$ cat src/rtl/scope_call_responder_if.sv
// ---------------------------------------------------------------------------
// scope_call_responder_if
//   Request/response bundle between a hierarchical-call issuer (master) and
//   the scope_call_responder (slave).
//   Request : req_valid/req_ready handshake, req_caller (caller scope code),
//             req_path (relative name code), req_abs (name starts at "top."),
//             req_arg (carried but never used), req_tag (echoed back).
//   Response: resp_valid/resp_ready handshake, resp_data, resp_tag, resp_err.
//   Optional: resp_steps (3 bits) when SCOPE_STEP_COUNT_EN is defined.
// ---------------------------------------------------------------------------
interface scope_call_responder_if #(
  parameter int unsigned TW = 32'd4,
  parameter int unsigned RW = 32'd8
);
  logic          req_valid;
  logic          req_ready;
  logic [1:0]    req_caller;
  logic [1:0]    req_path;
  logic          req_abs;
  logic [RW-1:0] req_arg;
  logic [TW-1:0] req_tag;
  logic          resp_valid;
  logic          resp_ready;
  logic [RW-1:0] resp_data;
  logic [TW-1:0] resp_tag;
  logic          resp_err;
`ifdef SCOPE_STEP_COUNT_EN
  logic [2:0]    resp_steps;

  modport master (
    output req_valid, req_caller, req_path, req_abs, req_arg, req_tag, resp_ready,
    input  req_ready, resp_valid, resp_data, resp_tag, resp_err, resp_steps
  );
  modport slave (
    input  req_valid, req_caller, req_path, req_abs, req_arg, req_tag, resp_ready,
    output req_ready, resp_valid, resp_data, resp_tag, resp_err, resp_steps
  );
`else
  modport master (
    output req_valid, req_caller, req_path, req_abs, req_arg, req_tag, resp_ready,
    input  req_ready, resp_valid, resp_data, resp_tag, resp_err
  );
  modport slave (
    input  req_valid, req_caller, req_path, req_abs, req_arg, req_tag, resp_ready,
    output req_ready, resp_valid, resp_data, resp_tag, resp_err
  );
`endif
endinterface

$ cat src/rtl/scope_call_responder.sv
// ---------------------------------------------------------------------------
// scope_call_responder
//   Callee end of a hierarchical function-call interface for the fixed scope
//   tree top, top.blk, top.i, top.i.blk. Requests are queued in an in-order
//   FIFO, resolved by an upward scope search (one level per cycle) and
//   answered with the target scope's constant result for f.
// Ports:
//   clk  - rising-edge clock
//   rst  - synchronous active-high reset (drops queued and in-flight calls)
//   bus  - scope_call_responder_if.slave (request and response channels)
// Optional feature:
//   SCOPE_STEP_COUNT_EN - adds bus.resp_steps, the RESOLVE cycles used (1..3)
// ---------------------------------------------------------------------------
module scope_call_responder #(
  parameter int unsigned DEPTH      = 32'd4,
  parameter int unsigned TW         = 32'd4,
  parameter int unsigned RW         = 32'd8,
  parameter int unsigned RES0       = 32'd3,
  parameter int unsigned RES1       = 32'd4,
  parameter int unsigned RES2       = 32'd1,
  parameter int unsigned RES3       = 32'd2,
  parameter logic [3:0]  SCOPE_MASK = 4'b1111
) (
  input logic                  clk,
  input logic                  rst,
  scope_call_responder_if.slave bus
);

  localparam int unsigned AW = $clog2(DEPTH);
  localparam int unsigned EW = TW + 32'd5;
  localparam logic [AW:0] ptr_one = {{AW{1'b0}}, 1'b1};

  localparam logic [1:0] sc_top  = 2'd0;
  localparam logic [1:0] sc_blk  = 2'd1;
  localparam logic [1:0] sc_i    = 2'd2;
  localparam logic [1:0] sc_iblk = 2'd3;

  // A scope exists only when it and every ancestor are generated.
  localparam logic [3:0] en_eff = {
    SCOPE_MASK[0] & SCOPE_MASK[2] & SCOPE_MASK[3],
    SCOPE_MASK[0] & SCOPE_MASK[2],
    SCOPE_MASK[0] & SCOPE_MASK[1],
    SCOPE_MASK[0]
  };

  typedef enum logic [1:0] {
    st_idle    = 2'd0,
    st_resolve = 2'd1,
    st_respond = 2'd2
  } state_t;

  function automatic logic [1:0] parent_of(input logic [1:0] s);
    case (s)
      sc_iblk: parent_of = sc_i;
      default: parent_of = sc_top;
    endcase
  endfunction

  function automatic logic [RW-1:0] result_of(input logic [1:0] s);
    case (s)
      sc_top:  result_of = RW'(RES0);
      sc_blk:  result_of = RW'(RES1);
      sc_i:    result_of = RW'(RES2);
      default: result_of = RW'(RES3);
    endcase
  endfunction

  // ---------------- request FIFO ----------------
  logic [EW-1:0] mem_r [DEPTH];
  logic [AW:0]   wr_ptr_r, rd_ptr_r;
  logic          full_s, empty_s, push_s, pop_s;
  logic [EW-1:0] head_s;
  logic          unused_arg_s;

  assign empty_s       = (wr_ptr_r == rd_ptr_r);
  assign full_s        = (wr_ptr_r[AW] != rd_ptr_r[AW]) &&
                         (wr_ptr_r[AW-1:0] == rd_ptr_r[AW-1:0]);
  assign push_s        = bus.req_valid && !full_s;
  assign bus.req_ready = !full_s;
  assign head_s        = mem_r[rd_ptr_r[AW-1:0]];
  assign unused_arg_s  = ^bus.req_arg;

  // FIFO storage; entry = {caller, path, abs, tag}. The argument is never kept.
  always_ff @(posedge clk) begin
    if (push_s) begin
      mem_r[wr_ptr_r[AW-1:0]] <= {bus.req_caller, bus.req_path, bus.req_abs, bus.req_tag};
    end
  end

  // FIFO pointers; a full FIFO refuses pushes even when popping.
  always_ff @(posedge clk) begin
    if (rst) begin
      wr_ptr_r <= {(AW+1){1'b0}};
      rd_ptr_r <= {(AW+1){1'b0}};
    end else begin
      if (push_s) wr_ptr_r <= wr_ptr_r + ptr_one;
      if (pop_s)  rd_ptr_r <= rd_ptr_r + ptr_one;
    end
  end

  // ---------------- working request and search state ----------------
  state_t        state_r, state_nxt_s;
  logic [1:0]    w_caller_r, w_path_r, cs_r;
  logic          w_abs_r;
  logic [TW-1:0] w_tag_r;
  logic          hit_s, load_s, step_s, finish_s, fin_err_s, release_s;
  logic [1:0]    target_s;
`ifdef SCOPE_STEP_COUNT_EN
  logic [2:0]    steps_r;
  logic [2:0]    resp_steps_r;
`endif

  // Does the current search scope resolve the first name component?
  always_comb begin
    hit_s    = 1'b0;
    target_s = cs_r;
    case (w_path_r)
      2'd0: begin                                   // "f"
        hit_s    = en_eff[cs_r];
        target_s = cs_r;
      end
      2'd1: begin                                   // "blk.f": child blk
        if (cs_r == sc_top) begin
          hit_s    = en_eff[1];
          target_s = sc_blk;
        end else if (cs_r == sc_i) begin
          hit_s    = en_eff[3];
          target_s = sc_iblk;
        end else begin
          hit_s    = 1'b0;
          target_s = cs_r;
        end
      end
      2'd2: begin                                   // "i.f": child i only under top
        hit_s    = (cs_r == sc_top) && en_eff[2];
        target_s = sc_i;
      end
      2'd3: begin                                   // "i.blk.f": through top.i
        hit_s    = (cs_r == sc_top) && en_eff[3];
        target_s = sc_iblk;
      end
      default: begin
        hit_s    = 1'b0;
        target_s = cs_r;
      end
    endcase
  end

  // FSM next state and control strobes.
  always_comb begin
    state_nxt_s = state_r;
    load_s      = 1'b0;
    step_s      = 1'b0;
    finish_s    = 1'b0;
    fin_err_s   = 1'b0;
    release_s   = 1'b0;
    case (state_r)
      st_idle: begin
        if (!empty_s) begin
          load_s      = 1'b1;
          state_nxt_s = st_resolve;
        end else begin
          state_nxt_s = st_idle;
        end
      end
      st_resolve: begin
        if (!w_abs_r && !en_eff[w_caller_r]) begin
          finish_s  = 1'b1;
          fin_err_s = 1'b1;
        end else if (hit_s) begin
          finish_s  = 1'b1;
          fin_err_s = 1'b0;
        end else if (w_abs_r || (cs_r == sc_top)) begin
          finish_s  = 1'b1;
          fin_err_s = 1'b1;
        end else begin
          step_s    = 1'b1;
        end
        state_nxt_s = finish_s ? st_respond : st_resolve;
      end
      st_respond: begin
        if (bus.resp_ready) begin
          release_s = 1'b1;
          // The accept edge doubles as the load cycle for a queued request.
          if (!empty_s) begin
            load_s      = 1'b1;
            state_nxt_s = st_resolve;
          end else begin
            state_nxt_s = st_idle;
          end
        end else begin
          state_nxt_s = st_respond;
        end
      end
      default: begin
        state_nxt_s = st_idle;
      end
    endcase
  end

  assign pop_s = load_s;

  // FSM state register.
  always_ff @(posedge clk) begin
    if (rst) state_r <= st_idle;
    else     state_r <= state_nxt_s;
  end

  // Working request capture and upward search scope.
  always_ff @(posedge clk) begin
    if (rst) begin
      w_caller_r <= 2'd0;
      w_path_r   <= 2'd0;
      w_abs_r    <= 1'b0;
      w_tag_r    <= {TW{1'b0}};
      cs_r       <= sc_top;
`ifdef SCOPE_STEP_COUNT_EN
      steps_r    <= 3'd0;
`endif
    end else if (load_s) begin
      w_caller_r <= head_s[EW-1 -: 2];
      w_path_r   <= head_s[EW-3 -: 2];
      w_abs_r    <= head_s[TW];
      w_tag_r    <= head_s[TW-1:0];
      cs_r       <= head_s[TW] ? sc_top : head_s[EW-1 -: 2];
`ifdef SCOPE_STEP_COUNT_EN
      steps_r    <= 3'd1;
`endif
    end else if (step_s) begin
      cs_r       <= parent_of(cs_r);
`ifdef SCOPE_STEP_COUNT_EN
      steps_r    <= steps_r + 3'd1;
`endif
    end
  end

  // ---------------- response registers ----------------
  logic          resp_valid_r, resp_err_r;
  logic [RW-1:0] resp_data_r;
  logic [TW-1:0] resp_tag_r;

  // Response capture; values stay put while the consumer back-pressures.
  always_ff @(posedge clk) begin
    if (rst) begin
      resp_valid_r <= 1'b0;
      resp_data_r  <= {RW{1'b0}};
      resp_tag_r   <= {TW{1'b0}};
      resp_err_r   <= 1'b0;
`ifdef SCOPE_STEP_COUNT_EN
      resp_steps_r <= 3'd0;
`endif
    end else if (finish_s) begin
      resp_valid_r <= 1'b1;
      resp_data_r  <= fin_err_s ? {RW{1'b0}} : result_of(target_s);
      resp_tag_r   <= w_tag_r;
      resp_err_r   <= fin_err_s;
`ifdef SCOPE_STEP_COUNT_EN
      resp_steps_r <= steps_r;
`endif
    end else if (release_s) begin
      resp_valid_r <= 1'b0;
    end
  end

  assign bus.resp_valid = resp_valid_r;
  assign bus.resp_data  = resp_data_r;
  assign bus.resp_tag   = resp_tag_r;
  assign bus.resp_err   = resp_err_r;
`ifdef SCOPE_STEP_COUNT_EN
  assign bus.resp_steps = resp_steps_r;
`endif

endmodule

$ cat src/flat_wrapper.sv
// flat-port wrapper written by rule: the top's interface ports become plain ports
module scope_call_responder_flat 
#(
  parameter int unsigned DEPTH      = 32'd4,
  parameter int unsigned TW         = 32'd4,
  parameter int unsigned RW         = 32'd8,
  parameter int unsigned RES0       = 32'd3,
  parameter int unsigned RES1       = 32'd4,
  parameter int unsigned RES2       = 32'd1,
  parameter int unsigned RES3       = 32'd2,
  parameter logic [3:0]  SCOPE_MASK = 4'b1111
)
  (clk, rst, bus_req_valid, bus_req_caller, bus_req_path, bus_req_abs, bus_req_arg, bus_req_tag, bus_resp_ready, bus_req_ready, bus_resp_valid, bus_resp_data, bus_resp_tag, bus_resp_err);
  scope_call_responder_if #(.TW(TW), .RW(RW)) bus_i ();
  input logic clk;
  input logic rst;
  input wire logic [$bits(bus_i.req_valid)-1:0] bus_req_valid;
  input wire logic [$bits(bus_i.req_caller)-1:0] bus_req_caller;
  input wire logic [$bits(bus_i.req_path)-1:0] bus_req_path;
  input wire logic [$bits(bus_i.req_abs)-1:0] bus_req_abs;
  input wire logic [$bits(bus_i.req_arg)-1:0] bus_req_arg;
  input wire logic [$bits(bus_i.req_tag)-1:0] bus_req_tag;
  input wire logic [$bits(bus_i.resp_ready)-1:0] bus_resp_ready;
  output wire logic [$bits(bus_i.req_ready)-1:0] bus_req_ready;
  output wire logic [$bits(bus_i.resp_valid)-1:0] bus_resp_valid;
  output wire logic [$bits(bus_i.resp_data)-1:0] bus_resp_data;
  output wire logic [$bits(bus_i.resp_tag)-1:0] bus_resp_tag;
  output wire logic [$bits(bus_i.resp_err)-1:0] bus_resp_err;
  assign bus_i.req_valid = bus_req_valid;
  assign bus_i.req_caller = bus_req_caller;
  assign bus_i.req_path = bus_req_path;
  assign bus_i.req_abs = bus_req_abs;
  assign bus_i.req_arg = bus_req_arg;
  assign bus_i.req_tag = bus_req_tag;
  assign bus_i.resp_ready = bus_resp_ready;
  assign bus_req_ready = bus_i.req_ready;
  assign bus_resp_valid = bus_i.resp_valid;
  assign bus_resp_data = bus_i.resp_data;
  assign bus_resp_tag = bus_i.resp_tag;
  assign bus_resp_err = bus_i.resp_err;
  scope_call_responder #(.DEPTH(DEPTH), .TW(TW), .RW(RW), .RES0(RES0), .RES1(RES1), .RES2(RES2), .RES3(RES3), .SCOPE_MASK(SCOPE_MASK)) u_core (.clk(clk), .rst(rst), .bus(bus_i));
endmodule
$ cat config.mk
export PLATFORM = sky130hd
export DESIGN_NAME = scope_call_responder_flat
export DESIGN_NICKNAME = d
export VERILOG_FILES = /design/src/rtl/scope_call_responder_if.sv /design/src/rtl/scope_call_responder.sv /design/src/flat_wrapper.sv
export SDC_FILE = /design/constraint.sdc
export NUM_CORES = 1
export LEC_CHECK = 0
export ABC_AREA = 1
export CAP_MARGIN = 10
export CORE_MARGIN = 10
export CORE_UTILIZATION = 54
export CTS_CLUSTER_SIZE = 20
export DETAILED_ROUTE_END_ITERATION = 12
export GPL_TIMING_DRIVEN = 0
export HOLD_SLACK_MARGIN = 0.12
export PLACE_DENSITY = 0.79
export SETUP_SLACK_MARGIN = 0.15
export SYNTH_ARGS = -nofsm -noshare
export SYNTH_HDL_FRONTEND = slang
export SYNTH_SLANG_ARGS = --single-unit
$ cat constraint.sdc
create_clock -name clk -period 1.8 [get_ports clk]
set_input_delay 0.18 -clock clk [delete_from_list [all_inputs] [get_ports clk]]
set_output_delay 0.18 -clock clk [all_outputs]
set_load 0.1 [all_outputs]
==> impl_results.html <==
<table>
<tr><th>Metric</th><th>Value</th></tr>
<tr><th colspan="2">Synth</th></tr>
<tr><td>Synthesized instance count</td><td>256</td></tr>
<tr><td>Flop and latch count out of synthesis</td><td>64</td></tr>
<tr><td>Synth cell count leaders</td><td>edfxtp_1, nor2_1, nand2_1, dfxtp_1, o21ai_0</td></tr>
<tr><td>Synth top area share</td><td>40.0%</td></tr>
<tr><td>Fraction of registers with async set/reset</td><td>0%</td></tr>
<tr><td>Top_reg_cell synth</td><td>edfxtp_1</td></tr>
<tr><td>Count of flip-flops with a built-in enable after synthesis</td><td>36</td></tr>
<tr><td>Top post-synthesis cells by area</td><td>edfxtp_1, dfxtp_1, nor2_1</td></tr>
<tr><td>Post-synthesis sequential area ratio</td><td>60.7%</td></tr>
<tr><td>Largest area contributor in the synthesized netlist</td><td>edfxtp_1</td></tr>
<tr><td>Number of warnings reported in the yosys synthesis log</td><td>0</td></tr>
<tr><td>Post-synth cell types</td><td>30</td></tr>
<tr><td>Cell with the most instances after synthesis</td><td>edfxtp_1</td></tr>
<tr><td>Mean instance size in the synthesized netlist</td><td>10.6 um2</td></tr>
<tr><td>Netlist Area Pre-Place</td><td>2710 um2</td></tr>
<tr><th colspan="2">Detailed routing</th></tr>
<tr><td>Total routed wirelength</td><td>5030 um</td></tr>
<tr><td>Number of remaining DRC errors</td><td>0</td></tr>
<tr><td>Average wire length per cell after detail routing</td><td>13.8 um</td></tr>
<tr><td>Detail Route Antenna Nets</td><td>0</td></tr>
<tr><td>Drt initial violations</td><td>85</td></tr>
<tr><td>Post-DR vias/cell</td><td>4.97</td></tr>
<tr><td>Number of detailed-routing iterations run before antenna repair</td><td>4</td></tr>
<tr><td>Vias</td><td>1,815</td></tr>
<tr><th colspan="2">Worst setup path</th></tr>
<tr><td>WS Path Type</td><td>flop to flop</td></tr>
<tr><td>Worst endpoint data arrival time</td><td>1.52 ns</td></tr>
<tr><td>Kind of start point of the critical path</td><td>flop</td></tr>
<tr><td>CP max FO</td><td>9</td></tr>
<tr><td>Reg2reg path depth</td><td>6</td></tr>
<tr><td>Capturing element type of the critical path</td><td>flop</td></tr>
<tr><td>Startpoint of the most critical register-to-register path</td><td>u_core.wr_ptr_r[1]$_SDFFE_PP0P_</td></tr>
<tr><td>Reg-to-reg setup timing slack</td><td>0.29 ns</td></tr>
<tr><td>Reg-to-reg critical path endpoint</td><td>u_core.mem_r[0][7]$_DFFE_PP_</td></tr>
<tr><td>Required arrival time at the worst endpoint</td><td>1.81 ns</td></tr>
<tr><th colspan="2">Clocking</th></tr>
<tr><td>Number of H-tree branching levels</td><td>3</td></tr>
<tr><td>Clock edge transition at the registers on the reported setup and hold paths</td><td>0.07 ns</td></tr>
<tr><td>TritonCTS clock tree</td><td>built</td></tr>
<tr><td>Clock latency at the later pin of the worst-skew pair</td><td>0.34 ns</td></tr>
<tr><td>Root Buffer</td><td>clkbuf_8</td></tr>
<tr><td>Sinks on the clock net</td><td>64</td></tr>
<tr><td>Total CTS buffers</td><td>9</td></tr>
<tr><td>Maximum root-to-sink buffer count</td><td>2</td></tr>
<tr><th colspan="2">STA</th></tr>
<tr><td>Final Slew Violations</td><td>0</td></tr>
<tr><td>RSZ-0062 raised after global routing</td><td>false</td></tr>
<tr><td>Final hold violation count</td><td>0</td></tr>
<tr><td>Fin crit period</td><td>1.51 ns</td></tr>
<tr><td>Max Clk Rate</td><td>662 MHz</td></tr>
<tr><td>Pin slew with the least headroom to its limit</td><td>0.634 ns</td></tr>
<tr><td>Slew HR</td><td>57.7%</td></tr>
<tr><td>Number of setup violations in the final report</td><td>0</td></tr>
<tr><td>Share of the clock period used by the worst path</td><td>83.9%</td></tr>
<tr><td>Worst clock skew</td><td>0.00807 ns</td></tr>
<tr><td>Min Hold Slack</td><td>0.134 ns</td></tr>
<tr><td>Accumulated negative setup slack</td><td>0 ns</td></tr>
<tr><th colspan="2">GRT</th></tr>
<tr><td>Number of antenna violations at the first check in global routing</td><td>0</td></tr>
<tr><td>Pin count of the biggest net entering global routing</td><td>11</td></tr>
<tr><td>Total grt overflow</td><td>0</td></tr>
<tr><td>Global-route wire length before repair</td><td>8810 um</td></tr>
<tr><td>Total routing resource utilization after global routing</td><td>13.3%</td></tr>
<tr><td>Number of global-route vias before repair</td><td>1,895</td></tr>
<tr><th colspan="2">Cells and area</th></tr>
<tr><td>Number of standard cells in the final layout excluding fillers</td><td>365</td></tr>
<tr><td>Synth-to-layout area growth</td><td>21.5%</td></tr>
<tr><td>Diode insertion count for antenna repair</td><td>0</td></tr>
<tr><td>Number of nets in the layout</td><td>320</td></tr>
<tr><td>Fraction of final layout cells sized beyond drive strength 1</td><td>24.2%</td></tr>
<tr><td>Filler cell count</td><td>363</td></tr>
<tr><th colspan="2">Power</th></tr>
<tr><td>Leakage</td><td>1.23 nW</td></tr>
<tr><td>Peak supply drop</td><td>0.872 mV</td></tr>
<tr><td>Power per standard cell area</td><td>1670 nW/um2</td></tr>
<tr><td>Total chip power</td><td>0.00548 W</td></tr>
<tr><th colspan="2">Die</th></tr>
<tr><td>Starting Density</td><td>56.5%</td></tr>
<tr><td>Number of primary I/O pins</td><td>36</td></tr>
<tr><td>Die Y-Extent</td><td>90.8 um</td></tr>
<tr><td>Core area</td><td>4790 um2</td></tr>
<tr><td>Die Outline Area</td><td>8240 um2</td></tr>
<tr><td>Num rows</td><td>25</td></tr>
<tr><td>Die X</td><td>90.8 um</td></tr>
<tr><th colspan="2">Placed design</th></tr>
<tr><td>Dpl cells</td><td>348</td></tr>
<tr><td>Dpl hpwl</td><td>3390 um</td></tr>
<tr><td>Number of buffer cells added on primary ports</td><td>21</td></tr>
<tr><td>Weighted congestion reported at the end of routability-driven placement</td><td>0.758</td></tr>
<tr><th colspan="2">Run status</th></tr>
<tr><td>Outcome</td><td>finished, final reports clean</td></tr>
<tr><th colspan="2">Hold path</th></tr>
<tr><td>Worst min-delay path startpoint</td><td>rst</td></tr>
<tr><td>Worst Hold Endpoint</td><td>u_core.bus.resp_err$_SDFFE_PP0P_</td></tr>
<tr><td>Hold Path Cell Cnt</td><td>2</td></tr>
<tr><td>Type of the most critical hold path</td><td>input pin to flop</td></tr>
<tr><th colspan="2">Job</th></tr>
<tr><td>Max Cap Viol</td><td>0</td></tr>
</table>
-- sequential cells by signal, indices dropped and copies added (netlist names), named ones only --
name and flops:
u_core.bus.resp_data 3, u_core.cs_r 2, u_core.bus.resp_err 1, u_core.rd_ptr_r 3, u_core.wr_ptr_r 3, u_core.mem_r 36, u_core.w_abs_r 1, u_core.w_tag_r 4
u_core.state_r 2, u_core.bus.resp_tag 4, u_core.w_path_r 2, u_core.bus.resp_valid 1
-- kinds of logic after synthesis --
logic type	after synthesis	share of synthesized area [%]
xor+xnor	1	0.324
fa+ha+maj	6	2.78
simple gates	89	15.7
flops	64	60.7
compound gates	60	13.1
buf+inv	35	7.26
other cells	1	0.139
-- layout by cell type, fill, tap and decap left out, types with 4 or more instances in the layout --
cell             synthesis  routed
edfxtp_1                36      36
nor2_1                  34      31
nand2_1                 31      31
dfxtp_1                 28      28
o21ai_0                 17      17
a21oi_1                 16      16
inv_1                   14      14
clkdlybuf4s50_1          0      11
o21ai_1                 10      10
clkbuf_8                 0       9
clkdlybuf4s15_2          0       9
buf_4                    8       8
o22ai_1                  8       8
inv_2                    7       7
nand2_2                  7       7
nor2_4                   2       6
a21oi_2                  6       6
ha_1                     6       6
nand3_1                  5       5
conb_1                   1       5
nand2_4                  4       4
-- metrics by stage --
stage          worst slack (ns)  area, um2  utilization [%]
2_1_floorplan             0.129       2740                -
3_3_place_gp             -0.246       3030             63.4
3_5_place_dp             -0.251       3030             63.4
4_1_cts                   0.221       3260             68.2
5_1_grt                   0.184       3290             68.7
6_report                  0.290       3290             68.7
-- layer usage --
layer  up-vias  share of wire (%)  wire length, um  global-route usage (%)
met4         0                1.8               93                    7.83
met2        46                 49             2440                    21.8
li1        929                  -                -                       -
met3         8                6.7              336                    4.90
met1       832                 43             2150                    14.5
met5         -                  0                0                       0
-- where the power goes --
part | internal [W] | switching [W] | leakage (nW)
sequential | 0.00182 | 0.000167 | 0.561
combinational | 0.000688 | 0.00151 | 0.564
clock | 0.000775 | 0.000524 | 0.102
total | 0.00328 | 0.00220 | 1.23
-- worst max path at each step --
stage / startpoint / end / slack, ns / depth (start not counted)
after floorplan: u_core.wr_ptr_r[0]$_SDFFE_PP0P_ / u_core.mem_r[0][0]$_DFFE_PP_ / 0.13 / 6
after global placement: u_core.wr_ptr_r[0]$_SDFFE_PP0P_ / bus_req_ready / -0.25 / 5
after detailed placement: u_core.wr_ptr_r[0]$_SDFFE_PP0P_ / bus_req_ready / -0.25 / 5
after CTS: u_core.wr_ptr_r[0]$_SDFFE_PP0P_ / bus_req_ready / 0.22 / 5
after global routing: u_core.wr_ptr_r[1]$_SDFFE_PP0P_ / u_core.mem_r[0][7]$_DFFE_PP_ / 0.18 / 6
final: u_core.wr_ptr_r[1]$_SDFFE_PP0P_ / u_core.mem_r[0][7]$_DFFE_PP_ / 0.29 / 6
-- layout make-up --
cell class                      count  area [um2]  area share [%]
Clock inverter                      4        68.8            2.09
Sequential cell                    64        1640            50.0
Clock buffer                       12         135            4.11
Multi-Input combinational cell    161         917            27.9
Timing Repair Buffer               22         243            7.39
Inverter                           22        85.1            2.59
Tap cell                           67        83.8            2.55
Buffer                             13         111            3.39
-- critical path: stages (launching register included) --
cell,delay (ns)
dfxtp_1,0.40
inv_2,0.08
nand2_1,0.11
nand2_4,0.07
nand3_4,0.09
nand2_4,0.12
nor2_4,0.29
-- repair_timing --
item / in CTS / in global routing
resized for setup: 36 / 1
buffers inserted: 0 / 1
pin swaps: 0 / 1
setup endpoints to repair: 37 / 11
hold buffers: 0 / 0
No activity file was read; power rests on OpenSTA's default activity.
